## config.mk

```make
export PLATFORM = sky130hd
export DESIGN_NAME = mem_arbiter
export DESIGN_NICKNAME = d
export VERILOG_FILES = /design/src/rtl/mem_arb_pkg.sv /design/src/rtl/mem_arb_pick.sv /design/src/rtl/mem_arbiter.sv
export SDC_FILE = /design/constraint.sdc
export NUM_CORES = 1
export LEC_CHECK = 0
export BUFFER_PORTS_ARGS = -buffer_cell sky130_fd_sc_hd__buf_2
export CORE_AREA = 10 10 173 175
export DETAILED_ROUTE_END_ITERATION = 8
export DIE_AREA = 0 0 183 185
export PLACE_DENSITY = 0.71
export SETUP_SLACK_MARGIN = 0.2
export SKIP_LAST_GASP = 1
export SYNTH_ARGS = -nofsm -noshare
export SYNTH_HDL_FRONTEND = slang
export SYNTH_SLANG_ARGS = --single-unit
```

## constraint.sdc

```tcl
create_clock -name clk -period 2.3 [get_ports clk]
set_clock_uncertainty 0.2 [all_clocks]
set_input_delay 0.345 -clock clk [delete_from_list [all_inputs] [get_ports clk]]
set_output_delay 0.345 -clock clk [all_outputs]
set_load 0.05 [all_outputs]
```

## src/rtl/mem_arb_pkg.sv

```systemverilog
// mem_arb_pkg
// Shared types for the memory arbiter slice.
//   arb_state_e : arbiter FSM states (IDLE, ISSUE, WAIT)
//   owner_e     : which pipeline stage owns the outstanding transaction
package mem_arb_pkg;

  typedef enum logic [1:0] {
    IDLE  = 2'd0,
    ISSUE = 2'd1,
    WAIT  = 2'd2
  } arb_state_e;

  typedef enum logic {
    OWNER_IF  = 1'b0,
    OWNER_MEM = 1'b1
  } owner_e;

endpackage

```

## src/rtl/mem_arb_pick.sv

```systemverilog
// mem_arb_pick
// Purely combinational winner select between the fetch and memory stages.
// Tie-break policy is chosen by the MEM_ARB_RR_EN macro:
//   defined   : round-robin, the stage not granted most recently wins a tie
//   undefined : fixed priority, the memory stage always wins a tie
// Ports:
//   i_ifReq      in  fetch stage request
//   i_memReq     in  memory stage request
//   i_lastOwner  in  owner of the most recent grant
//   o_valid      out at least one request present
//   o_winner     out selected owner (meaningful only when o_valid)
import mem_arb_pkg::*;

module mem_arb_pick (
  input  logic   i_ifReq,
  input  logic   i_memReq,
  input  owner_e i_lastOwner,
  output logic   o_valid,
  output owner_e o_winner
);

  // Single requester wins outright; only a tie consults the policy.
  always_comb begin
    o_valid  = i_ifReq | i_memReq;
    o_winner = OWNER_IF;
    if (i_ifReq && i_memReq) begin
`ifdef MEM_ARB_RR_EN
      o_winner = (i_lastOwner == OWNER_IF) ? OWNER_MEM : OWNER_IF;
`else
      o_winner = OWNER_MEM;
`endif
    end else if (i_memReq) begin
      o_winner = OWNER_MEM;
    end
  end

`ifndef MEM_ARB_RR_EN
  // Fixed priority has no use for history; keep the port uniform.
  logic w_unusedLastOwner;
  assign w_unusedLastOwner = i_lastOwner;
`endif

endmodule

```

## src/rtl/mem_arbiter.sv

```systemverilog
// mem_arbiter
// Arbitrates a fetch-stage read port and a memory-stage read/write port onto
// a single downstream bus with exactly one transaction outstanding.
// Tie-break policy selected by macro MEM_ARB_RR_EN (see mem_arb_pick).
// Ports:
//   clk, reset_n                    clock, async active-low reset
//   if_req/if_addr                  fetch request, held until if_gnt
//   if_gnt/if_rvalid                fetch accept / response pulse
//   mem_req/mem_we/mem_addr/wdata   memory stage request, held until mem_gnt
//   mem_gnt/mem_rvalid              memory accept / response (or store ack)
//   rdata                           shared response data
//   bus_req/we/addr/wdata           downstream request
//   bus_ready                       downstream accept
//   bus_resp_valid/bus_resp_data    downstream response
//   busy                            high whenever not IDLE
import mem_arb_pkg::*;

module mem_arbiter #(
  parameter int BUS_DATA_WIDTH = 64,
  parameter int ADDR_WIDTH     = 64
) (
  input  logic                      clk,
  input  logic                      reset_n,
  input  logic                      if_req,
  input  logic [ADDR_WIDTH-1:0]     if_addr,
  output logic                      if_gnt,
  output logic                      if_rvalid,
  input  logic                      mem_req,
  input  logic                      mem_we,
  input  logic [ADDR_WIDTH-1:0]     mem_addr,
  input  logic [BUS_DATA_WIDTH-1:0] mem_wdata,
  output logic                      mem_gnt,
  output logic                      mem_rvalid,
  output logic [BUS_DATA_WIDTH-1:0] rdata,
  output logic                      bus_req,
  output logic                      bus_we,
  output logic [ADDR_WIDTH-1:0]     bus_addr,
  output logic [BUS_DATA_WIDTH-1:0] bus_wdata,
  input  logic                      bus_ready,
  input  logic                      bus_resp_valid,
  input  logic [BUS_DATA_WIDTH-1:0] bus_resp_data,
  output logic                      busy
);

  arb_state_e r_state;
  arb_state_e w_nextState;
  owner_e     r_owner;
  owner_e     r_lastOwner;
  owner_e     w_winner;
  logic       w_anyReq;
  logic       w_grant;
  logic       w_respTake;

  logic [ADDR_WIDTH-1:0]     r_addr;
  logic                      r_we;
  logic [BUS_DATA_WIDTH-1:0] r_wdata;
  logic [BUS_DATA_WIDTH-1:0] r_rdata;
  logic                      r_ifRvalid;
  logic                      r_memRvalid;

  mem_arb_pick u_pick (
    .i_ifReq     (if_req),
    .i_memReq    (mem_req),
    .i_lastOwner (r_lastOwner),
    .o_valid     (w_anyReq),
    .o_winner    (w_winner)
  );

  // State register.
  always_ff @(posedge clk or negedge reset_n) begin
    if (!reset_n) begin
      r_state <= IDLE;
    end else begin
      r_state <= w_nextState;
    end
  end

  // Next-state logic. A grant only happens from IDLE, which is also the
  // cycle rvalid pulses, giving back-to-back throughput of one per 3 cycles.
  always_comb begin
    w_nextState = r_state;
    w_grant     = 1'b0;
    w_respTake  = 1'b0;
    unique case (r_state)
      IDLE: begin
        if (w_anyReq) begin
          w_grant     = 1'b1;
          w_nextState = ISSUE;
        end
      end
      ISSUE: begin
        if (bus_ready) w_nextState = WAIT;
      end
      WAIT: begin
        if (bus_resp_valid) begin
          w_respTake  = 1'b1;
          w_nextState = IDLE;
        end
      end
      default: w_nextState = IDLE;
    endcase
  end

  // Capture the winner's operands at the grant edge; fetch is always a read.
  always_ff @(posedge clk or negedge reset_n) begin
    if (!reset_n) begin
      r_addr      <= '0;
      r_we        <= 1'b0;
      r_wdata     <= '0;
      r_owner     <= OWNER_IF;
      r_lastOwner <= OWNER_IF;
    end else if (w_grant) begin
      r_owner     <= w_winner;
      r_lastOwner <= w_winner;
      if (w_winner == OWNER_MEM) begin
        r_addr  <= mem_addr;
        r_we    <= mem_we;
        r_wdata <= mem_wdata;
      end else begin
        r_addr  <= if_addr;
        r_we    <= 1'b0;
        r_wdata <= '0;
      end
    end
  end

  // Response capture; rvalid is a registered one-cycle pulse to the owner.
  always_ff @(posedge clk or negedge reset_n) begin
    if (!reset_n) begin
      r_rdata     <= '0;
      r_ifRvalid  <= 1'b0;
      r_memRvalid <= 1'b0;
    end else begin
      r_ifRvalid  <= w_respTake && (r_owner == OWNER_IF);
      r_memRvalid <= w_respTake && (r_owner == OWNER_MEM);
      if (w_respTake) r_rdata <= bus_resp_data;
    end
  end

  // Grants are gated by reset_n so they read zero during reset even while
  // requests are held; bus fields are zeroed outside ISSUE.
  always_comb begin
    if_gnt     = reset_n && w_grant && (w_winner == OWNER_IF);
    mem_gnt    = reset_n && w_grant && (w_winner == OWNER_MEM);
    bus_req    = (r_state == ISSUE);
    bus_we     = bus_req && r_we;
    bus_addr   = bus_req ? r_addr : '0;
    bus_wdata  = bus_req ? r_wdata : '0;
    busy       = (r_state != IDLE);
    if_rvalid  = r_ifRvalid;
    mem_rvalid = r_memRvalid;
    rdata      = r_rdata;
  end

endmodule
```

==> key figures <==
Status
  – Result of the run: complete, no violations

Critical path
  – Critical Path Start Type: flop
  – Launch point of the worst reg-to-reg path: r_state[1]
  – Worst flop-to-flop path endpoint: r_addr[54]
  – Register-to-register setup slack: 280 ps
  – Path depth of the worst reg2reg path: 5
  – Largest fanout on the critical path: 16
  – Last element of the critical path: bus_wdata[18]
  – WP data required: 1750 ps
  – Class of the most critical setup path: reg -> out
  – Source of the critical timing path: r_state[1]
  – CP endpoint kind: output port
  – Endpoint arrival time on the critical path: 1700 ps

CTS
  – Clk pin slew, worst setup/hold paths: 80 ps
  – Count of H-tree levels built during CTS: 4
  – Clock network latency to the later pin of the worst-skew pair: 420 ps
  – TritonCTS buffer count: 17
  – CTS root buffer: sky130_fd_sc_hd__clkbuf_16
  – Largest buffer count on any clock path: 2
  – Clock sink count: 198
  – TritonCTS clock tree: yes

Route
  – DRC violation count after routing: 0
  – Vias after detailed routing: 7748
  – DR WL/cell: 21.68 um
  – First-pass detailed-route iteration total: 4
  – Residual antenna-violating net count after detailed routing: 0
  – Via-per-instance ratio: 4.849
  – Count of routing violations after the opening detailed-route iteration: 396
  – Drt total wl: 34.64 mm

Floorplanning
  – Number of rows created at floorplan: 60
  – Core footprint: 26580 um2
  – Die outline width: 183 um
  – Number of I/O pins: 462
  – Height of the chip: 185 um
  – Initial Util: 33.39%
  – Overall die area: 33860 um2

Timing
  – Fin crit share: 97.63%
  – Worst Tran Pin Value: 654.2 ps
  – Setup Total Neg Slack: 0 ps
  – Relative slew slack: 56.39%
  – Final slew viol count: 0
  – Number of endpoints with negative hold slack in the final report: 0
  – Clock period minus worst slack: 2245 ps
  – Unrepaired setup endpoints after global routing: yes
  – Number of setup violations in the final report: 0
  – Fmax achieved: 0.4453 GHz
  – Setup slack after layout: 54.52 ps

Final layout
  – Multi-input combinational cell area: 3827 um2
  – Area of all sequential standard cells: 4955 um2
  – Non-filler instance count after layout: 1598
  – Number of nets in the final layout: 1502
  – Cell area after layout: 14940 um2
  – Filler Cell Count: 2060
  – Fraction of final layout cells with drive strength greater than 1: 63.98%
  – Area added between synthesis and finish: 68.33%

Synth
  – Synthesized netlist net count: 913
  – Syn Std Cell Area: 8875 um2
  – Count of synthesis-stage warnings from yosys: 0
  – Flip-flop and latch count after synthesis: 198
  – Part of the Yosys area used for sequential elements: 55.83%
  – Number of standard cells after synthesis: 650
  – Distinct cell type count of the synthesized netlist: 20
  – Syn avg cell area: 13.65 um2

Placement
  – Instance area after placement: 11700 um2
  – Half-perimeter wire length after placement: 22.01 mm
  – IO buf count: 461
  – Dpl cells: 1412
  – Pre-CTS setup slack: 347.6 ps
  – Last weighted congestion value of the routability-driven placer: 0.8246

Global route
  – GRT Util Overall: 18.91%
  – Antenna violations before repair: 5
  – Global route overflow: 0
  – Maximum number of pins on one net before global-route repair: 114
  – Number of global-route vias before repair: 8660
  – First-pass GRT wire length: 50.29 mm

Power and ir drop
  – Total Power: 0.02358 W
  – Standby leakage power: 7.273 nW
  – Worst supply voltage drop on vdd: 1162 uV
  – Pwr Density: 1578 nW/um2

Flow run
  – Maxcap violations: 0

Worst hold path
  – Path type of the worst min-delay path: in -> reg
-- layer usage --
| layer | vias up | track usage [%] | routed length, um |
|---|---|---|---|
| met3 | 56 | 7.582 | 3211 |
| met2 | 397 | 33.10 | 17740 |
| met1 | 3842 | 20.14 | 12800 |
| li1 | 3453 | - | - |
| met5 | - | 0 | 0 |
| met4 | 0 | 6.918 | 887 |
-- cells by family after synthesis --
group | Yosys count | synth area share (%)
muxes | 192 | 24.87
DFF | 198 | 55.83
buffers and inverters | 51 | 2.707
AOI/OAI and AO/OA | 68 | 6.767
and+or+nand+nor | 141 | 9.827
-- power by group --
part	total [W]	switching, W	internal [W]
Clock	0.00304	0.00154	0.00150
Sequential	0.00606	0.000919	0.00514
Combinational	0.0145	0.00878	0.00569
Total	0.0236	0.0112	0.0123
-- state kept, by name (all words and copies together), names as in the netlist --
register	cells
r_addr	64
r_we	1
r_state	2
mem_rvalid	1
r_owner	1
rdata	64
r_wdata	64
if_rvalid	1
-- how the worst min path moves through the flow --
stage,from,end,slack [ps],cells past startpoint
after floorplan,reset_n,if_rvalid,-150,0
after global placement,reset_n,r_state[1],-30,1
after detailed placement,reset_n,r_state[0],-20,1
after CTS,mem_addr[60],r_addr[60],50,3
after global routing,mem_addr[18],r_addr[18],60,3
final,mem_addr[60],r_addr[60],70,3
-- metrics by stage --
step,util (%),hold WS (ps)
after global placement,44.01,-25.22
after CTS,54.78,49.56
after floorplan,-,-150.6
after detailed placement,44.01,-24.58
final,56.21,74.67
after global routing,56.21,63.24
-- critical path, stage by stage (launching register included) --
cell                      delay (ps)
sky130_fd_sc_hd__dfrtp_1         430
sky130_fd_sc_hd__nor2b_4         190
sky130_fd_sc_hd__buf_6           160
sky130_fd_sc_hd__buf_16          160
sky130_fd_sc_hd__and2_2          170
sky130_fd_sc_hd__buf_6           160
-- area by class of cell --
class,instances,share of cell area [%]
Antenna cell,5,0.08375
Clock inverter,14,1.047
Inverter,2,0.05025
Clock buffer,18,2.940
Timing Repair Buffer,619,34.24
Sequential cell,198,33.17
Tap cell,341,2.856
Multi-Input combinational cell,401,25.62
-- cell usage after synthesis --
library cell | count | area share, %
sky130_fd_sc_hd__and2_1 | 130 | 9.2
sky130_fd_sc_hd__inv_1 | 2 | 0.085
sky130_fd_sc_hd__o21bai_4 | 1 | 0.21
sky130_fd_sc_hd__or2_1 | 1 | 0.071
sky130_fd_sc_hd__a21o_1 | 1 | 0.085
sky130_fd_sc_hd__dfrtp_1 | 198 | 56
sky130_fd_sc_hd__o21ai_0 | 1 | 0.056
sky130_fd_sc_hd__nand2_1 | 2 | 0.085
sky130_fd_sc_hd__a22o_1 | 65 | 6.4
sky130_fd_sc_hd__buf_6 | 3 | 0.38
sky130_fd_sc_hd__clkbuf_1 | 24 | 1.0
sky130_fd_sc_hd__buf_2 | 21 | 1.2
sky130_fd_sc_hd__nor3b_1 | 1 | 0.085
sky130_fd_sc_hd__nand2b_1 | 2 | 0.14
sky130_fd_sc_hd__buf_1 | 1 | 0.042
sky130_fd_sc_hd__nor2_1 | 3 | 0.13
sky130_fd_sc_hd__mux2_2 | 180 | 23
sky130_fd_sc_hd__mux2_4 | 12 | 2.0
sky130_fd_sc_hd__nand3b_1 | 1 | 0.085
sky130_fd_sc_hd__nor2b_1 | 1 | 0.071
-- cell usage in the layout (no fill, tap or decap), types with 6 or more instances in the layout --
cell                            instances
sky130_fd_sc_hd__buf_2                328
sky130_fd_sc_hd__dfrtp_1              198
sky130_fd_sc_hd__mux2_2               180
sky130_fd_sc_hd__dlygate4sd3_1        133
sky130_fd_sc_hd__buf_6                 81
sky130_fd_sc_hd__and2_2                77
sky130_fd_sc_hd__a22o_1                65
sky130_fd_sc_hd__buf_8                 54
sky130_fd_sc_hd__and2_1                44
sky130_fd_sc_hd__clkbuf_16             19
sky130_fd_sc_hd__mux2_4                12
sky130_fd_sc_hd__buf_12                10
sky130_fd_sc_hd__and2_4                 9
sky130_fd_sc_hd__buf_4                  6
-- repair_timing --
| item | in CTS | in global routing |
|---|---|---|
| setup buffers | 8 | 2 |
| pin swaps | 1 | 1 |
| endpoints found under the setup margin | 132 | 132 |
| endpoints found under the hold margin | 329 | 0 |
| hold buffers | 133 | 0 |
| gates resized for setup | 245 | 98 |
| gates cloned | 4 | 2 |
Note: power is estimated with default switching activity, not from simulation.
